==> config.mk <==
export PLATFORM = sky130hd
export DESIGN_NAME = subservient_timer_flat
export DESIGN_NICKNAME = d
export VERILOG_FILES = /design/src/rtl/subservient_timer_pkg.sv /design/src/rtl/subservient_timer_if.sv /design/src/rtl/subservient_timer.sv /design/src/flat_wrapper.sv
export SDC_FILE = /design/constraint.sdc
export NUM_CORES = 1
export LEC_CHECK = 0
export BUFFER_PORTS_ARGS = -buffer_cell sky130_fd_sc_hd__buf_2
export CAP_MARGIN = 20
export CORE_ASPECT_RATIO = 1.1
export CORE_MARGIN = 2
export CORE_UTILIZATION = 50
export CTS_CLUSTER_SIZE = 28
export DETAILED_ROUTE_END_ITERATION = 16
export PLACE_DENSITY = 0.8
export RECOVER_POWER = 25
export SYNTH_ARGS = -nofsm -noshare
export SYNTH_HDL_FRONTEND = slang
export SYNTH_SLANG_ARGS = --single-unit
==> constraint.sdc <==
create_clock -name i_clk -period 3.7 [get_ports i_clk]
set_input_delay 0.37 -clock i_clk [delete_from_list [all_inputs] [get_ports i_clk]]
set_output_delay 0.37 -clock i_clk [all_outputs]
set_load 0.005 [all_outputs]
==> src/rtl/subservient_timer_pkg.sv <==
// Shared definitions for the subservient machine timer: register map,
// CTRL bit positions, reset constants and the byte-lane merge helper.
package subservient_timer_pkg;

   typedef enum logic [2:0] {
      REG_MTIME_LO    = 3'd0,
      REG_MTIME_HI    = 3'd1,
      REG_MTIMECMP_LO = 3'd2,
      REG_MTIMECMP_HI = 3'd3,
      REG_CTRL        = 3'd4,
      REG_STATUS      = 3'd5,
      REG_RSVD6       = 3'd6,
      REG_RSVD7       = 3'd7
   } reg_off_e;

   localparam int unsigned CTRL_EN = 0;
   localparam int unsigned CTRL_IE = 1;

   localparam logic [63:0] MTIMECMP_RST = 64'hFFFF_FFFF_FFFF_FFFF;

   // Byte lanes with sel set take new_val, the rest keep old_val.
   function automatic logic [31:0] byte_merge(input logic [31:0] old_val,
                                              input logic [31:0] new_val,
                                              input logic [3:0]  sel);
      logic [31:0] res;
      res = old_val;
      for (int b = 0; b < 4; b++) begin
         if (sel[b]) res[8*b +: 8] = new_val[8*b +: 8];
      end
      return res;
   endfunction

endpackage

==> src/rtl/subservient_timer_if.sv <==
// Wishbone classic bus between the CPU wrapper's external data port and the timer.
interface subservient_timer_if;
   // Handshake: the master raises i_wb_stb with adr/dat/sel/we stable and holds
   // it until o_wb_ack; ack is a single-cycle pulse and o_wb_rdt is only
   // meaningful while ack is high.
   logic [31:0] i_wb_adr;
   logic [31:0] i_wb_dat;
   logic [3:0]  i_wb_sel;
   logic        i_wb_we;
   logic        i_wb_stb;
   logic [31:0] o_wb_rdt;
   logic        o_wb_ack;

   modport master (
      output i_wb_adr, i_wb_dat, i_wb_sel, i_wb_we, i_wb_stb,
      input  o_wb_rdt, o_wb_ack
   );

   modport slave (
      input  i_wb_adr, i_wb_dat, i_wb_sel, i_wb_we, i_wb_stb,
      output o_wb_rdt, o_wb_ack
   );
endinterface

==> src/rtl/subservient_timer.sv <==
// RISC-V machine timer on the subservient external Wishbone bus: 64-bit mtime
// with prescaler, mtimecmp, coherent LO/HI reads through a shadow, level irq.
module subservient_timer
   import subservient_timer_pkg::*;
#(
   parameter int unsigned PRESCALE = 1
)
(
   input  logic               i_clk,
   input  logic               i_rst,
   subservient_timer_if.slave wb,
   output logic               o_timer_irq
);

   localparam logic [15:0] PRESCALE_MAX = 16'(PRESCALE - 1);

   logic        ack_q, ack_d;
   logic [31:0] rdt_q, rdt_d;
   logic [31:0] mtime_lo_q, mtime_lo_d;
   logic [31:0] mtime_hi_q, mtime_hi_d;
   logic [31:0] cmp_lo_q, cmp_lo_d;
   logic [31:0] cmp_hi_q, cmp_hi_d;
   logic [31:0] shadow_q, shadow_d;
   logic        en_q, en_d;
   logic        ie_q, ie_d;
   logic [15:0] presc_q, presc_d;
   logic        irq_q, irq_d;

   reg_off_e    off;
   logic        req, wr, rd;
   logic        tick, carry, cmp_hit;
   logic [31:0] ctrl_word, ctrl_new;
   logic        unused_bits;

   assign off       = reg_off_e'(wb.i_wb_adr[4:2]);
   assign req       = wb.i_wb_stb & ~ack_q;
   assign wr        = req & wb.i_wb_we;
   assign rd        = req & ~wb.i_wb_we;
   assign tick      = en_q & (presc_q == PRESCALE_MAX);
   assign carry     = tick & (&mtime_lo_q);
   assign cmp_hit   = {mtime_hi_q, mtime_lo_q} >= {cmp_hi_q, cmp_lo_q};
   assign ctrl_word = {30'd0, ie_q, en_q};
   assign ctrl_new  = byte_merge(ctrl_word, wb.i_wb_dat, wb.i_wb_sel);

   assign unused_bits = ^{wb.i_wb_adr[31:5], wb.i_wb_adr[1:0], ctrl_new[31:2]};

   always_comb begin
      ack_d      = req;
      presc_d    = presc_q;
      mtime_lo_d = mtime_lo_q + {31'd0, tick};
      mtime_hi_d = mtime_hi_q + {31'd0, carry};
      cmp_lo_d   = cmp_lo_q;
      cmp_hi_d   = cmp_hi_q;
      shadow_d   = shadow_q;
      en_d       = en_q;
      ie_d       = ie_q;
      rdt_d      = '0;
      irq_d      = ie_q & cmp_hit;

      if (en_q) presc_d = tick ? 16'd0 : presc_q + 16'd1;

      // Shadow captures the high word in the same edge the low word is returned.
      if (rd && off == REG_MTIME_LO) shadow_d = mtime_hi_q;

      // Unwritten bytes keep the incremented value; a LO write drops the carry.
      if (wr) begin
         case (off)
            REG_MTIME_LO: begin
               mtime_lo_d = byte_merge(mtime_lo_d, wb.i_wb_dat, wb.i_wb_sel);
               mtime_hi_d = mtime_hi_q;
            end
            REG_MTIME_HI:    mtime_hi_d = byte_merge(mtime_hi_d, wb.i_wb_dat, wb.i_wb_sel);
            REG_MTIMECMP_LO: cmp_lo_d   = byte_merge(cmp_lo_q, wb.i_wb_dat, wb.i_wb_sel);
            REG_MTIMECMP_HI: cmp_hi_d   = byte_merge(cmp_hi_q, wb.i_wb_dat, wb.i_wb_sel);
            REG_CTRL: begin
               en_d = ctrl_new[CTRL_EN];
               ie_d = ctrl_new[CTRL_IE];
            end
            default: ;
         endcase
      end

      if (req) begin
         case (off)
            REG_MTIME_LO:    rdt_d = mtime_lo_q;
            REG_MTIME_HI:    rdt_d = shadow_q;
            REG_MTIMECMP_LO: rdt_d = cmp_lo_q;
            REG_MTIMECMP_HI: rdt_d = cmp_hi_q;
            REG_CTRL:        rdt_d = ctrl_word;
            REG_STATUS:      rdt_d = {31'd0, cmp_hit};
            default:         rdt_d = '0;
         endcase
      end
   end

   always_ff @(posedge i_clk) begin
      if (i_rst) begin
         ack_q      <= 1'b0;
         rdt_q      <= '0;
         mtime_lo_q <= '0;
         mtime_hi_q <= '0;
         cmp_lo_q   <= MTIMECMP_RST[31:0];
         cmp_hi_q   <= MTIMECMP_RST[63:32];
         shadow_q   <= '0;
         en_q       <= 1'b0;
         ie_q       <= 1'b0;
         presc_q    <= '0;
         irq_q      <= 1'b0;
      end else begin
         ack_q      <= ack_d;
         rdt_q      <= rdt_d;
         mtime_lo_q <= mtime_lo_d;
         mtime_hi_q <= mtime_hi_d;
         cmp_lo_q   <= cmp_lo_d;
         cmp_hi_q   <= cmp_hi_d;
         shadow_q   <= shadow_d;
         en_q       <= en_d;
         ie_q       <= ie_d;
         presc_q    <= presc_d;
         irq_q      <= irq_d;
      end
   end

   assign wb.o_wb_ack = ack_q;
   assign wb.o_wb_rdt = rdt_q;
   assign o_timer_irq = irq_q;

endmodule
==> src/flat_wrapper.sv <==
// flat-port wrapper written by rule: the top's interface ports become plain ports
module subservient_timer_flat import subservient_timer_pkg::*;
#(
   parameter int unsigned PRESCALE = 1
)
  (i_clk, i_rst, o_timer_irq, wb_i_wb_adr, wb_i_wb_dat, wb_i_wb_sel, wb_i_wb_we, wb_i_wb_stb, wb_o_wb_rdt, wb_o_wb_ack);
  subservient_timer_if wb_i ();
  input  logic i_clk;
  input  logic i_rst;
  output logic o_timer_irq;
  input wire logic [$bits(wb_i.i_wb_adr)-1:0] wb_i_wb_adr;
  input wire logic [$bits(wb_i.i_wb_dat)-1:0] wb_i_wb_dat;
  input wire logic [$bits(wb_i.i_wb_sel)-1:0] wb_i_wb_sel;
  input wire logic [$bits(wb_i.i_wb_we)-1:0] wb_i_wb_we;
  input wire logic [$bits(wb_i.i_wb_stb)-1:0] wb_i_wb_stb;
  output wire logic [$bits(wb_i.o_wb_rdt)-1:0] wb_o_wb_rdt;
  output wire logic [$bits(wb_i.o_wb_ack)-1:0] wb_o_wb_ack;
  assign wb_i.i_wb_adr = wb_i_wb_adr;
  assign wb_i.i_wb_dat = wb_i_wb_dat;
  assign wb_i.i_wb_sel = wb_i_wb_sel;
  assign wb_i.i_wb_we = wb_i_wb_we;
  assign wb_i.i_wb_stb = wb_i_wb_stb;
  assign wb_o_wb_rdt = wb_i.o_wb_rdt;
  assign wb_o_wb_ack = wb_i.o_wb_ack;
  subservient_timer #(.PRESCALE(PRESCALE)) u_core (.i_clk(i_clk), .i_rst(i_rst), .wb(wb_i), .o_timer_irq(o_timer_irq));
endmodule
# Word-level counts from Yosys, hierarchy flattened
# Index checks and enable logic that the tools add are counted.
dict set report op_classes {
  add_sub_neg 3
  n_lt_le_gt_ge 1
  n_eq_ne 6
  mux 14
  bitwise 9
  n_reduce_logical 14
}
# cell count
set op_table {}
lappend op_table {{32-bit one-hot mux with 6 select lines} 1}
lappend op_table {{32-bit two-way mux} 3}
lappend op_table {{32-bit by 1-bit adder with 32-bit output} 2}
lappend op_table {{64-bit greater-or-equal comparator} 1}
lappend op_table {{8-bit two-way mux} 8}
lappend op_table {{32-bit one-hot mux with 2 select lines} 1}
lappend op_table {{32-bit AND reduction} 1}
lappend op_table {{3-bit AND reduction} 9}
lappend op_table {{16-bit by 1-bit adder with 16-bit output, second input constant} 1}
lappend op_table {{16-bit logical NOT} 1}
lappend op_table {{16-bit two-way mux} 1}
lappend op_table {{1-bit AND} 6}
lappend op_table {{3-bit by 2-bit == test with 1-bit output, second input constant} 2}
lappend op_table {{3-bit == test, second input constant} 2}
lappend op_table {{3-bit by 1-bit == test with 1-bit output, second input constant} 1}
lappend op_table {{3-bit logical NOT} 1}
lappend op_table {{1-bit inverter} 3}
lappend op_table {{2-bit inequality test, second input constant} 1}
lappend op_table {{2-bit OR reduction} 1}
lappend op_table {{1-bit logical AND} 1}
dict set report word_totals {
  reg_bits 212
  inputBits 72
  out_inout_bits 34
  elab_cells 64
}

# Depth between registers and ports, before layout
dict set report logic_depth {
  ltp_word 7
  ltp_mapped 14
  mapped_depth_nobuf 14
}

# Worst setup path after synthesis
# OpenSTA, ideal clock, no wires.
dict set report synth_timing {
  path_type {reg-to-reg}
  from {reg u_core.mtime_lo_q[16]}
  to {reg u_core.mtime_hi_q[23]}
  setup_ns 0.128
  t_arrival_ns 3.000
  slack_ns 0.573
  stages_incl_launch_ff 15
  path_buffers 1
  period_less_slack_ns 3.127
  cell_sequence {dfxtp_1 > nand3_1 > nor3_1 > nand3_1 > nor3_1 > nand2_1 > nor4_1 > ha_1 > and3_1 > nand4_1 > or3_1 > buf_2 > o311a_1 > a21oi_1 > nor2_1}
}
dict set report synth_between {
  elab_chain_len 6
}
# element line
set synth_lines {}
lappend synth_lines {{from (decl)} subservient_timer.sv:19} ;# logic [31:0] mtime_lo_q, mtime_lo_d;
lappend synth_lines {{from (signal assigned)} subservient_timer.sv:112} ;# mtime_lo_q <= mtime_lo_d;
lappend synth_lines {{32-bit AND reduction *} subservient_timer.sv:40} ;# assign carry = tick & (&mtime_lo_q);
lappend synth_lines {{1-bit AND *} subservient_timer.sv:40}
lappend synth_lines {{32-bit by 1-bit adder with 32-bit output *} subservient_timer.sv:51} ;# mtime_hi_d = mtime_hi_q + {31'd0, carry};
lappend synth_lines {{8-bit two-way mux} subservient_timer_pkg.sv:28} ;# if (sel[b]) res[8*b +: 8] = new_val[8*b +: 8];
lappend synth_lines {{32-bit one-hot mux with 2 select lines} subservient_timer.sv:67} ;# case (off)
lappend synth_lines {{32-bit two-way mux *} subservient_timer.sv:66} ;# if (wr) begin
lappend synth_lines {{to (signal assigned)} subservient_timer.sv:113} ;# mtime_hi_q <= mtime_hi_d;
lappend synth_lines {{to (decl)} subservient_timer.sv:20} ;# logic [31:0] mtime_hi_q, mtime_hi_d;
# Every way passes the cells marked *; elsewhere a longest branch is shown, timed or not.
# A chain may end at the register's enable or synchronous reset.

# Final worst setup path
dict set report layout_timing {
  from {reg u_core.mtime_lo_q[5]}
  to {reg u_core.mtime_hi_q[28]}
}
# Same word-level chain as after synthesis.

==> metrics.md <==
| Metric | Value |
|---|---|
| Die area | 0.0230 sq mm |
| Routed length per placed instance | 18.7 microns |
| Least-Margin Pin Slew | 1850 ps |
| Post-CTS Hold Buffers | 0 |
| RSZ-0062 raised after global routing | yes |
| Dpl hpwl | 22,100 microns |
| Fin Clk Skew | 12.3 ps |
| CTS tree | built |
| Internal | 0.00391 W |
| Pre-Repair DR Iteration Count | 5 |
| H-tree depth | 1 |
| Final Slew Violations | 33 |
| Most used DFF post-synth | dfxtp_1 |
| Vias in the first global route | 10,000 |
| Mapped Area | 0.0109 sq mm |
| Hold Crit Class | input port to register |
| CTS Buffer Depth | 3 |
| Comb pwr share | 0.049 |
| Post-synth EDFFs | 0 |
| DR DRC count | 0 |
| Final setup violation count | 0 |
| # fillers | 1,872 |
| Critical Path End Type | register |
| Die Ht | 159 microns |
| CP Class | register to register |
| CTS buffer count | 24 |
| Final Non-Filler Cells | 1,725 |
| Most common cell after layout, fill and taps aside | nand2_1 |
| Setup_tns | 0 ps |
| Yosys cell types | 61 |
| P&R area growth vs syn | 15.0% |
| VDD IR max | 0.337 mV |
| Largest net degree at the start of global routing | 98 |
| Routed Antenna Nets | 0 |
| Sequential area share after synthesis | 0.389 |
| Register share of total power | 0.459 |
| Syn_area_per_cell | 8.10 sq um |
| Max Freq | 283 MHz |
| DRT Wirelength | 32,300 microns |
| Final period util | 0.955 |
| FF+latch count, synth | 212 |
| Max-capacitance violation count | 1 |
| DR iter-0 viols | 1,046 |
| Sw frac | 0.228 |
| Core area | 0.0214 sq mm |
| IO Count | 106 |
| All-Layer GR Usage | 0.278 |
| Worst-Skew Late Latency | 530 ps |
| Setup WS post-layout | 168 ps |
| Dpl cells | 1,676 |
| Yosys synthesis warning count | 0 |
| Final Hold Fails | 0 |
| P_sw | 0.00116 W |
| Antenna violations before repair | 1 |
| Crit start category | register |
| Gp weighted congestion | 0.948 |
| Post-DR vias/cell | 6.12 |
| Synth Instances | 1,347 |
| Share of cells above drive strength 1 | 0.113 |
| Status | finished with violations |
| DR vias | 10,600 |
| Syn Nets | 1,489 |
| Critical Path RT | 4060 ps |
| Final Util | 0.587 |
| Async set-reset flop share out of synthesis | 0 |
| First-pass GRT wire length | 51,300 microns |
| Fin crit period | 3530 ps |
| CTS Root Cell | clkbuf_16 |
| PwrDens | 404 mW/mm^2 |
| CP arrival | 3890 ps |
| Most frequent cells in the layout | nand2_1, dfxtp_1, a21oi_1, nor2_1, inv_1 |
| Clock Power Share | 0.493 |
| Pleak | 5.25 nW |
| Nets | 1,558 |
| Rows | 56 |
| Maximum fanout along the worst path | 5 |
| Violated checks | capacitance limit, slew limit |
| Global route total overflow | 0 |
| Pre-CTS setup slack | 75.8 ps |
| Die width | 145 microns |
| Worst-path clk slew | 70 ps |
| Worst rel slew slack | -0.232 |
| Initial Util | 0.510 |
| Overall power | 0.00507 W |
| Clk sinks | 212 |
| Port buffer count | 76 |
## state kept, by name, indices dropped and copies added, names as in the netlist
name and flops:
u_core.cmp_lo_q 32, u_core.o_timer_irq 1, u_core.presc_q 16, u_core.wb.o_wb_rdt 32
u_core.cmp_hi_q 32, u_core.ie_q 1, u_core.shadow_q 32, u_core.wb.o_wb_ack 1
u_core.mtime_hi_q 32, u_core.en_q 1, u_core.mtime_lo_q 32
## cells in the mapped netlist, types with 9 or more instances
| master | instances | area share |
|---|---|---|
| nand2_1 | 216 | 0.074 |
| dfxtp_1 | 212 | 0.39 |
| a21oi_1 | 118 | 0.054 |
| nor2_1 | 88 | 0.030 |
| inv_1 | 73 | 0.025 |
| ha_1 | 70 | 0.080 |
| clkbuf_1 | 68 | 0.023 |
| a22oi_1 | 65 | 0.045 |
| o211ai_1 | 64 | 0.044 |
| a211oi_1 | 39 | 0.027 |
| nand3_1 | 38 | 0.017 |
| o21ai_0 | 38 | 0.017 |
| nand4_1 | 32 | 0.018 |
| nor3_1 | 30 | 0.014 |
| xor2_1 | 23 | 0.018 |
| and3_1 | 17 | 0.0097 |
| xnor2_1 | 16 | 0.013 |
| buf_2 | 11 | 0.0050 |
| mux2i_1 | 11 | 0.010 |
| a31oi_1 | 10 | 0.0057 |
| and4_1 | 9 | 0.0072 |
## path summary, 6_finish.rpt
check                       startpoint                     to  slack, ps  cells after the start
setup / recovery  u_core.mtime_lo_q[5]  u_core.mtime_hi_q[28]        170                     15
hold / removal                   i_rst  u_core.wb.o_wb_rdt[1]         40                      2
setup reg to reg  u_core.mtime_lo_q[5]  u_core.mtime_hi_q[28]        170                     15
hold reg to reg    u_core.shadow_q[26]    u_core.shadow_q[26]        450                      2
## logic make-up (layout without fill, tap and decap cells)
family          after synthesis  count (layout)  share of synthesized area
flops                       212             212                      0.389
compound gates              379             379                      0.226
fa+ha+maj                    70              70                     0.0803
other cells                   0               2                          0
buf+inv                     154             240                     0.0542
simple gates                481             481                      0.207
mux                          12              12                     0.0122
xor+xnor                     39              39                     0.0313
## timing repair
item	in CTS	in global routing
pin swaps	0	2
resized for setup	1	6
endpoints found under the setup margin	1	21
buffers inserted	0	2
gates cloned	0	0
## power groups by stage
| stage | logic (W) | registers, W | clock network [W] |
|---|---|---|---|
| global placement | 0.000236 | 0.00237 | 0 |
| floorplan | 0.000130 | 0.00237 | 0 |
| CTS | 0.000241 | 0.00232 | 0.00251 |
| detailed placement | 0.000240 | 0.00237 | 0 |
| global route | 0.000264 | 0.00233 | 0.00260 |
| finish | 0.000246 | 0.00232 | 0.00250 |
## metal layers
metal  vias to the layer above  global-route usage  wire length (microns)
li1                       5010                   -                      -
met3                       126              0.0464                   2770
met4                         0               0.138                   1670
met5                         -                   0                      0
met1                      4941               0.359                  12900
met2                       478               0.445                  15000
## through the flow
| step | hold WS, ps | area (sq um) |
|---|---|---|
| after floorplan | 433 | 10900 |
| after global placement | 441 | 11700 |
| after detailed placement | 446 | 11700 |
| after CTS | 39.8 | 12500 |
| after global routing | 43.4 | 12500 |
| final | 41.3 | 12500 |
## worst max-delay path: stages (launching register included)
cell and delay, ps:
dfxtp_1 420, and3_1 260, and3_2 280, nand4_1 120, nor3_1 200, nand2_1 90
nor4_2 320, ha_2 260, ha_1 210, and3_1 210, nand2_2 140, nor4_4 320
buf_4 180, a31oi_1 90, o21ai_1 160, a31oi_1 100
## cell type report
type | count | area (sq um) | share of cell area
Multi-Input combinational cell | 981 | 6110 | 0.487
Sequential cell | 212 | 4250 | 0.338
Clock buffer | 37 | 751 | 0.0598
Timing Repair Buffer | 123 | 719 | 0.0573
Tap cell | 290 | 363 | 0.0289
Inverter | 74 | 278 | 0.0221
Clock inverter | 6 | 80.1 | 0.00638
Antenna cell | 2 | 5.00 | 0.000399
Note: power is estimated with default switching activity, not from simulation.
